[src/rtl/decompress_unit.sv]
// decompress_unit: unpacks LSB-first d-bit coefficients from API words,
// applies Decompress_d (d12 passes through) and writes 4 coefficients/clk.
module decompress_unit #(
    parameter int DATA_WIDTH    = 32,
    parameter int MEM_ADDR_W    = 15,
    parameter int REG_SIZE      = 24,
    parameter int COEFF_PER_CLK = 4
) (
    input  logic                              clk,
    input  logic                              reset,
    input  logic                              zeroize,
    input  logic                              decompress_enable,
    input  logic [1:0]                        mode,
    input  logic [2:0]                        num_poly,
    input  logic [MEM_ADDR_W-1:0]             src_base_addr,
    input  logic [MEM_ADDR_W-1:0]             dest_base_addr,
    output logic                              api_rd_en,
    output logic [MEM_ADDR_W-1:0]             api_rd_addr,
    input  logic [DATA_WIDTH-1:0]             api_rd_data,
    output logic                              mem_wr_en,
    output logic [MEM_ADDR_W-1:0]             mem_wr_addr,
    output logic [COEFF_PER_CLK*REG_SIZE-1:0] mem_wr_data,
    output logic                              decode_error,
    output logic                              decompress_done
);

    localparam int BUF_W  = 3 * DATA_WIDTH;
    localparam int FILL_W = $clog2(BUF_W + 1);
    localparam int CNT_W  = 10;
    localparam int DATA_W = COEFF_PER_CLK * REG_SIZE;

    typedef enum logic [1:0] {
        S_IDLE,
        S_RUN,
        S_DRAIN,
        S_DONE
    } state_t;

    state_t                state_q, state_d;
    logic [1:0]            mode_q;
    logic [FILL_W-1:0]     pop_bits_q;
    logic [CNT_W-1:0]      words_total_q, writes_total_q;
    logic [CNT_W-1:0]      word_cnt_q, pop_cnt_q;
    logic [MEM_ADDR_W-1:0] src_q, dest_q;
    logic [BUF_W-1:0]      bit_buf_q;
    logic [FILL_W-1:0]     fill_q;
    logic                  rd_pend_q;
    logic                  wr_en_q, wr_last_q, err_q;
    logic [MEM_ADDR_W-1:0] wr_addr_q;
    logic [DATA_W-1:0]     wr_data_q;

    logic              start, active, pop, issue, err_hit;
    logic [2:0]        np_eff;
    logic [6:0]        wpp;
    logic [FILL_W-1:0] pop_bits_d;
    logic [BUF_W-1:0]  word_ext, merged;
    logic [FILL_W-1:0] avail, fill_after;
    logic [11:0]       x;
    logic [DATA_W-1:0] coeff_data;

    function automatic logic [11:0] decomp(input logic [1:0] m, input logic [11:0] v);
        logic [23:0] p;
        p = 24'(v) * 24'd3329;
        case (m)
            2'd0:    decomp = 12'((p + 24'd1) >> 1);
            2'd1:    decomp = 12'((p + 24'd16) >> 5);
            2'd2:    decomp = 12'((p + 24'd1024) >> 11);
            default: decomp = v;
        endcase
    endfunction

    // Command parameters captured at start
    always_comb begin
        np_eff = (num_poly == 3'd0) ? 3'd1 : num_poly;
        wpp = 7'd8;
        pop_bits_d = FILL_W'(COEFF_PER_CLK);
        case (mode)
            2'd0: begin wpp = 7'd8;  pop_bits_d = FILL_W'(COEFF_PER_CLK * 1);  end
            2'd1: begin wpp = 7'd40; pop_bits_d = FILL_W'(COEFF_PER_CLK * 5);  end
            2'd2: begin wpp = 7'd88; pop_bits_d = FILL_W'(COEFF_PER_CLK * 11); end
            default: begin wpp = 7'd96; pop_bits_d = FILL_W'(COEFF_PER_CLK * 12); end
        endcase
    end

    // The arriving word is merged above the current fill before any pop
    always_comb begin
        start      = (state_q == S_IDLE) && decompress_enable;
        active     = (state_q == S_RUN) || (state_q == S_DRAIN);
        word_ext   = rd_pend_q ? (BUF_W'(api_rd_data) << fill_q) : '0;
        merged     = bit_buf_q | word_ext;
        avail      = fill_q + (rd_pend_q ? FILL_W'(DATA_WIDTH) : '0);
        pop        = active && (avail >= pop_bits_q) &&
                     (pop_cnt_q < writes_total_q);
        fill_after = pop ? (avail - pop_bits_q) : avail;
        issue      = (state_q == S_RUN) && (word_cnt_q < words_total_q) &&
                     (fill_after <= FILL_W'(BUF_W - DATA_WIDTH));
    end

    always_comb begin
        err_hit    = 1'b0;
        coeff_data = '0;
        x          = '0;
        for (int k = 0; k < COEFF_PER_CLK; k++) begin
            case (mode_q)
                2'd0:    x = 12'(merged[k]);
                2'd1:    x = 12'(merged[k*5 +: 5]);
                2'd2:    x = 12'(merged[k*11 +: 11]);
                default: x = merged[k*12 +: 12];
            endcase
            coeff_data[k*REG_SIZE +: REG_SIZE] = REG_SIZE'(decomp(mode_q, x));
            if ((mode_q == 2'd3) && (x >= 12'd3329)) err_hit = 1'b1;
        end
    end

    always_comb begin
        state_d = state_q;
        case (state_q)
            S_IDLE:  if (decompress_enable) state_d = S_RUN;
            S_RUN:   if (issue && (word_cnt_q == words_total_q - CNT_W'(1)))
                         state_d = S_DRAIN;
            S_DRAIN: if (wr_en_q && wr_last_q) state_d = S_DONE;
            S_DONE:  state_d = S_IDLE;
            default: state_d = S_IDLE;
        endcase
    end

    always_ff @(posedge clk) begin
        if (reset || zeroize) begin
            state_q        <= S_IDLE;
            mode_q         <= '0;
            pop_bits_q     <= '0;
            words_total_q  <= '0;
            writes_total_q <= '0;
            word_cnt_q     <= '0;
            pop_cnt_q      <= '0;
            src_q          <= '0;
            dest_q         <= '0;
            bit_buf_q      <= '0;
            fill_q         <= '0;
            rd_pend_q      <= 1'b0;
            wr_en_q        <= 1'b0;
            wr_last_q      <= 1'b0;
            err_q          <= 1'b0;
            wr_addr_q      <= '0;
            wr_data_q      <= '0;
        end else begin
            state_q   <= state_d;
            bit_buf_q <= pop ? (merged >> pop_bits_q) : merged;
            fill_q    <= fill_after;
            rd_pend_q <= issue;
            wr_en_q   <= pop;
            if (issue) word_cnt_q <= word_cnt_q + CNT_W'(1);
            if (pop) begin
                pop_cnt_q <= pop_cnt_q + CNT_W'(1);
                wr_addr_q <= dest_q + MEM_ADDR_W'(pop_cnt_q);
                wr_data_q <= coeff_data;
                wr_last_q <= (pop_cnt_q == writes_total_q - CNT_W'(1));
                if (err_hit) err_q <= 1'b1;
            end
            if (start) begin
                mode_q         <= mode;
                pop_bits_q     <= pop_bits_d;
                words_total_q  <= CNT_W'(wpp) * CNT_W'(np_eff);
                writes_total_q <= CNT_W'({np_eff, 6'b0});
                word_cnt_q     <= '0;
                pop_cnt_q      <= '0;
                src_q          <= src_base_addr;
                dest_q         <= dest_base_addr;
                err_q          <= 1'b0;
            end
        end
    end

    assign api_rd_en       = issue;
    assign api_rd_addr     = src_q + MEM_ADDR_W'(word_cnt_q);
    assign mem_wr_en       = wr_en_q;
    assign mem_wr_addr     = wr_addr_q;
    assign mem_wr_data     = wr_data_q;
    assign decode_error    = err_q;
    assign decompress_done = (state_q == S_DONE);

endmodule

[config.mk]
export PLATFORM = sky130hd
export DESIGN_NAME = decompress_unit
export DESIGN_NICKNAME = d
export VERILOG_FILES = /design/src/rtl/decompress_unit.sv
export SDC_FILE = /design/constraint.sdc
export NUM_CORES = 1
export LEC_CHECK = 0
export ABC_AREA = 1
export CORE_UTILIZATION = 25
export DETAILED_ROUTE_END_ITERATION = 6
export GPL_TIMING_DRIVEN = 1
export HOLD_SLACK_MARGIN = 0.05
export PLACE_DENSITY = 0.48
export SETUP_SLACK_MARGIN = 0.5
export SLEW_MARGIN = 20
export SYNTH_ARGS = -nofsm -noshare
export SYNTH_HDL_FRONTEND = slang
export SYNTH_SLANG_ARGS = --single-unit
[constraint.sdc]
create_clock -name clk -period 7.1 [get_ports clk]
set_input_delay 1.42 -clock clk [delete_from_list [all_inputs] [get_ports clk]]
set_output_delay 1.42 -clock clk [all_outputs]
set_load 0.05 [all_outputs]
==> flow_metrics.py <==
metrics = {
    "critical_path": {
        "r2r_cells": 31,
        "worstSetupEndpointType": "flop",
        "path_class": "input port to flop",
        "cp_num_buf_inv": 7,
        "crit_path_max_incr_delay_ns": 0.52,
        "path_delay_family": "adder cells",
        "required_ns": 7.65,
        "critPathMaxFanout": 4,
        "cp_num_cells": 32,
        "crit_top_cell": "nand2_1",
        "critPathLaunchType": "input port",
        "arrival_ns": 6.99,
        "crit_path_top_delay_cell": "clkdlybuf4s50_1",
    },
    "timing": {
        "drv_slew": 0,
        "skew_ns": 0.0182,
        "setup_violations": 0,
        "tightest_slew_ns": 1.10,
        "period_needed_ns": 6.45,
        "rsz0062_at_grt": "yes",
        "period_share_pct": 90.8,
        "hold_violations": 0,
        "max_freq_ghz": 0.155,
        "maxSlewHeadroom_pct": 26.4,
        "holdWs_ns": 0.464,
    },
    "detailed_routing": {
        "drtAntennaViolNets": 0,
        "wl_per_cell_um": 18.0,
        "totalWireLength_mm": 109,
        "post-route-drc-count": 0,
        "first_iter_violations": 2426,
        "first_pass_iters": 5,
        "viasPerCell": 4.87,
        "vias": 29700,
    },
    "place": {
        "io_buffers": 152,
        "finalWeightedCongestion": 0.903,
        "hpwlAfterDp_mm": 83.4,
    },
    "layout": {
        "final_net_count": 5038,
        "syn_to_final_growth_pct": 20.1,
        "drive_gt1_share_pct": 13.8,
    },
    "status": {
        "outcome": "finished, final reports clean",
    },
    "floorplanning": {
        "num_rows": 122,
        "dieArea_sq_um": 113000,
        "initial_utilization_pct": 25.3,
        "boundaryPins": 201,
        "dieWidth_um": 337,
        "die_y_um": 337,
        "core-area_sq_um": 111000,
    },
    "synth": {
        "synth.top_cells.by_area": "dfxtp_1 17%, ha_1 15%, nand2_1 14%",
        "synth-seq-area-share_pct": 16.9,
        "syn_area_per_cell_sq_um": 6.43,
        "synth_top_area_share_pct": 16.9,
        "synth_most_common_cell": "nand2_1",
        "syn-cell-area_sq_um": 28000,
        "yosys_warnings": 0,
        "synth_edf_count": 0,
        "ys.flop_type": "dfxtp_1",
        "syn_inst": 4361,
        "synth_cell_type_count": 74,
        "async_flop_share_pct": 0,
        "synth_seq_cells": 236,
        "synth_common_cells": "1023 x nand2_1, 534 x inv_1, 517 x nand3_1, 345 x ha_1, 283 x o21ai_0",
        "yosysTopAreaCell": "dfxtp_1",
    },
    "clocking": {
        "cts_root_buf": "clkbuf_16",
        "cts_tree": "done",
        "cts.hold.buffers_added": 0,
        "path_clk_slew_ns": 0.07,
        "cts_buffer_depth": 3,
        "cts_made_buffers": 29,
        "clkLatencyLatePin_ns": 0.61,
        "cts_max_level": 1,
        "cts.sinks": 236,
    },
    "pwr": {
        "power_density_nw_per_um2": 113,
        "ir_drop_uv": 177,
        "leakage_uw": 0.0165,
        "total_power_uw": 3800,
    },
    "hold_path": {
        "hold_depth": 2,
        "min_path_type": "flop to flop",
    },
    "global_route": {
        "overflow": 0,
        "grtUsageTotal_pct": 18.8,
        "grt_pass1_vias": 28100,
        "grt_max_degree": 84,
        "grt_pass1_wl_mm": 167,
        "antenna_found_initial": 5,
    },
    "job": {
        "maxCapViolCount": 0,
    },
}
## sequential cells by signal, summed over array words and instances (netlist names), 5 cells and up
register       count
bit_buf_q         96
mem_wr_data       48
dest_q            15
mem_wr_addr       15
src_q             15
pop_cnt_q         10
word_cnt_q        10
words_total_q      7
fill_q             5
## worst paths after layout
| kind | from | slack, ns | to |
|---|---|---|---|
| worst max-delay path | api_rd_data[4] | 0.65 | mem_wr_data[35] |
| worst min-delay path | mem_wr_data[74] | 0.46 | mem_wr_data[74] |
| worst max register to register | rd_pend_q | 1.01 | mem_wr_data[35] |
| worst min register to register | mem_wr_data[74] | 0.46 | mem_wr_data[74] |
## kinds of logic after synthesis
logic type / after synthesis / synth area share (%)
AO/OA/AOI/OAI: 783 / 16.1
buffers and inverters: 833 / 12.7
XOR/XNOR: 73 / 2.28
flip-flops: 236 / 16.9
other: 1 / 0.0134
AND/OR/NAND/NOR: 2043 / 33.5
adder cells (fa/ha/maj): 387 / 18.4
multiplexers: 5 / 0.179
## area by class of cell
cell class | instances | area (sq um)
well taps | 1488 | 1860
repair buffers | 408 | 3480
flip-flops and latches | 236 | 4740
clock buffers | 32 | 757
clock inverters | 21 | 300
inverters | 566 | 2140
fillers | 12300 | 77300
multi-input cells | 3339 | 20400
diodes | 1 | 2.50
## cells in the final DEF, fill, tap and decap left out, types with 13 or more instances in the layout
cell type	n
xnor2_1	22
a22oi_1	21
a21oi_1	266
fa_1	41
nand2_1	1003
o21ai_1	22
nor2_4	17
nand2_2	97
o22ai_1	13
a21oi_2	17
nand4_1	53
buf_4	254
dfxtp_1	231
a22o_1	23
a31oi_1	43
nand3_1	506
nor2_2	19
o211ai_1	31
ha_1	333
nor3_1	22
nor2_1	206
inv_2	28
conb_1	48
or2_2	18
clkdlybuf4s50_1	150
clkbuf_16	29
nand3_2	42
nand2_4	18
o21ai_0	273
xor2_1	47
o21bai_1	15
inv_1	529
## what timing repair did
action                     CTS  global route
cloned                       0             0
hold endpoints to repair     0             0
setup endpoints to repair    4            38
buffers inserted             0             7
resized for setup            2           101
pin swaps                    0            15
## worst reg2reg max path: cells and delay by family, from the launching register on
kind,cells,cell delay (ns)
AO/OA/AOI/OAI,4,0.59
XOR/XNOR,1,0.17
adder cells (fa/ha/maj),6,1.87
buffers and inverters,8,1.08
flip-flops,1,0.63
AND/OR/NAND/NOR,12,1.69
## power by group
part           total, uW  internal (uW)  switching (uW)  leakage (uW)
sequential          1360           1340            18.1       0.00191
clock               1750           1020             720      0.000525
combinational        695            219             476        0.0141
## layer usage
metal / up-vias / share of wire [%] / GRT usage (%)
met5: - / 0.046 / 0
met4: 8 / 2.7 / 5.11
met3: 145 / 5.6 / 2.50
met2: 883 / 46 / 31.1
met1: 13900 / 46 / 25.3
li1: 14800 / - / -
## per-stage QoR
step	setup WS (ns)	utilization [%]	TNS, ns	cell area (sq um)	instances
after global placement	-0.140	29.0	-1.10	32100	6030
after floorplan	1.17	-	0	28200	4408
final	0.653	30.3	0	33700	6091
after global routing	0.317	30.3	0	33700	6090
after CTS	0.517	29.9	0	33200	6083
after detailed placement	-0.244	29.0	-1.30	32100	6030
Power figures use the tool's default switching activity.
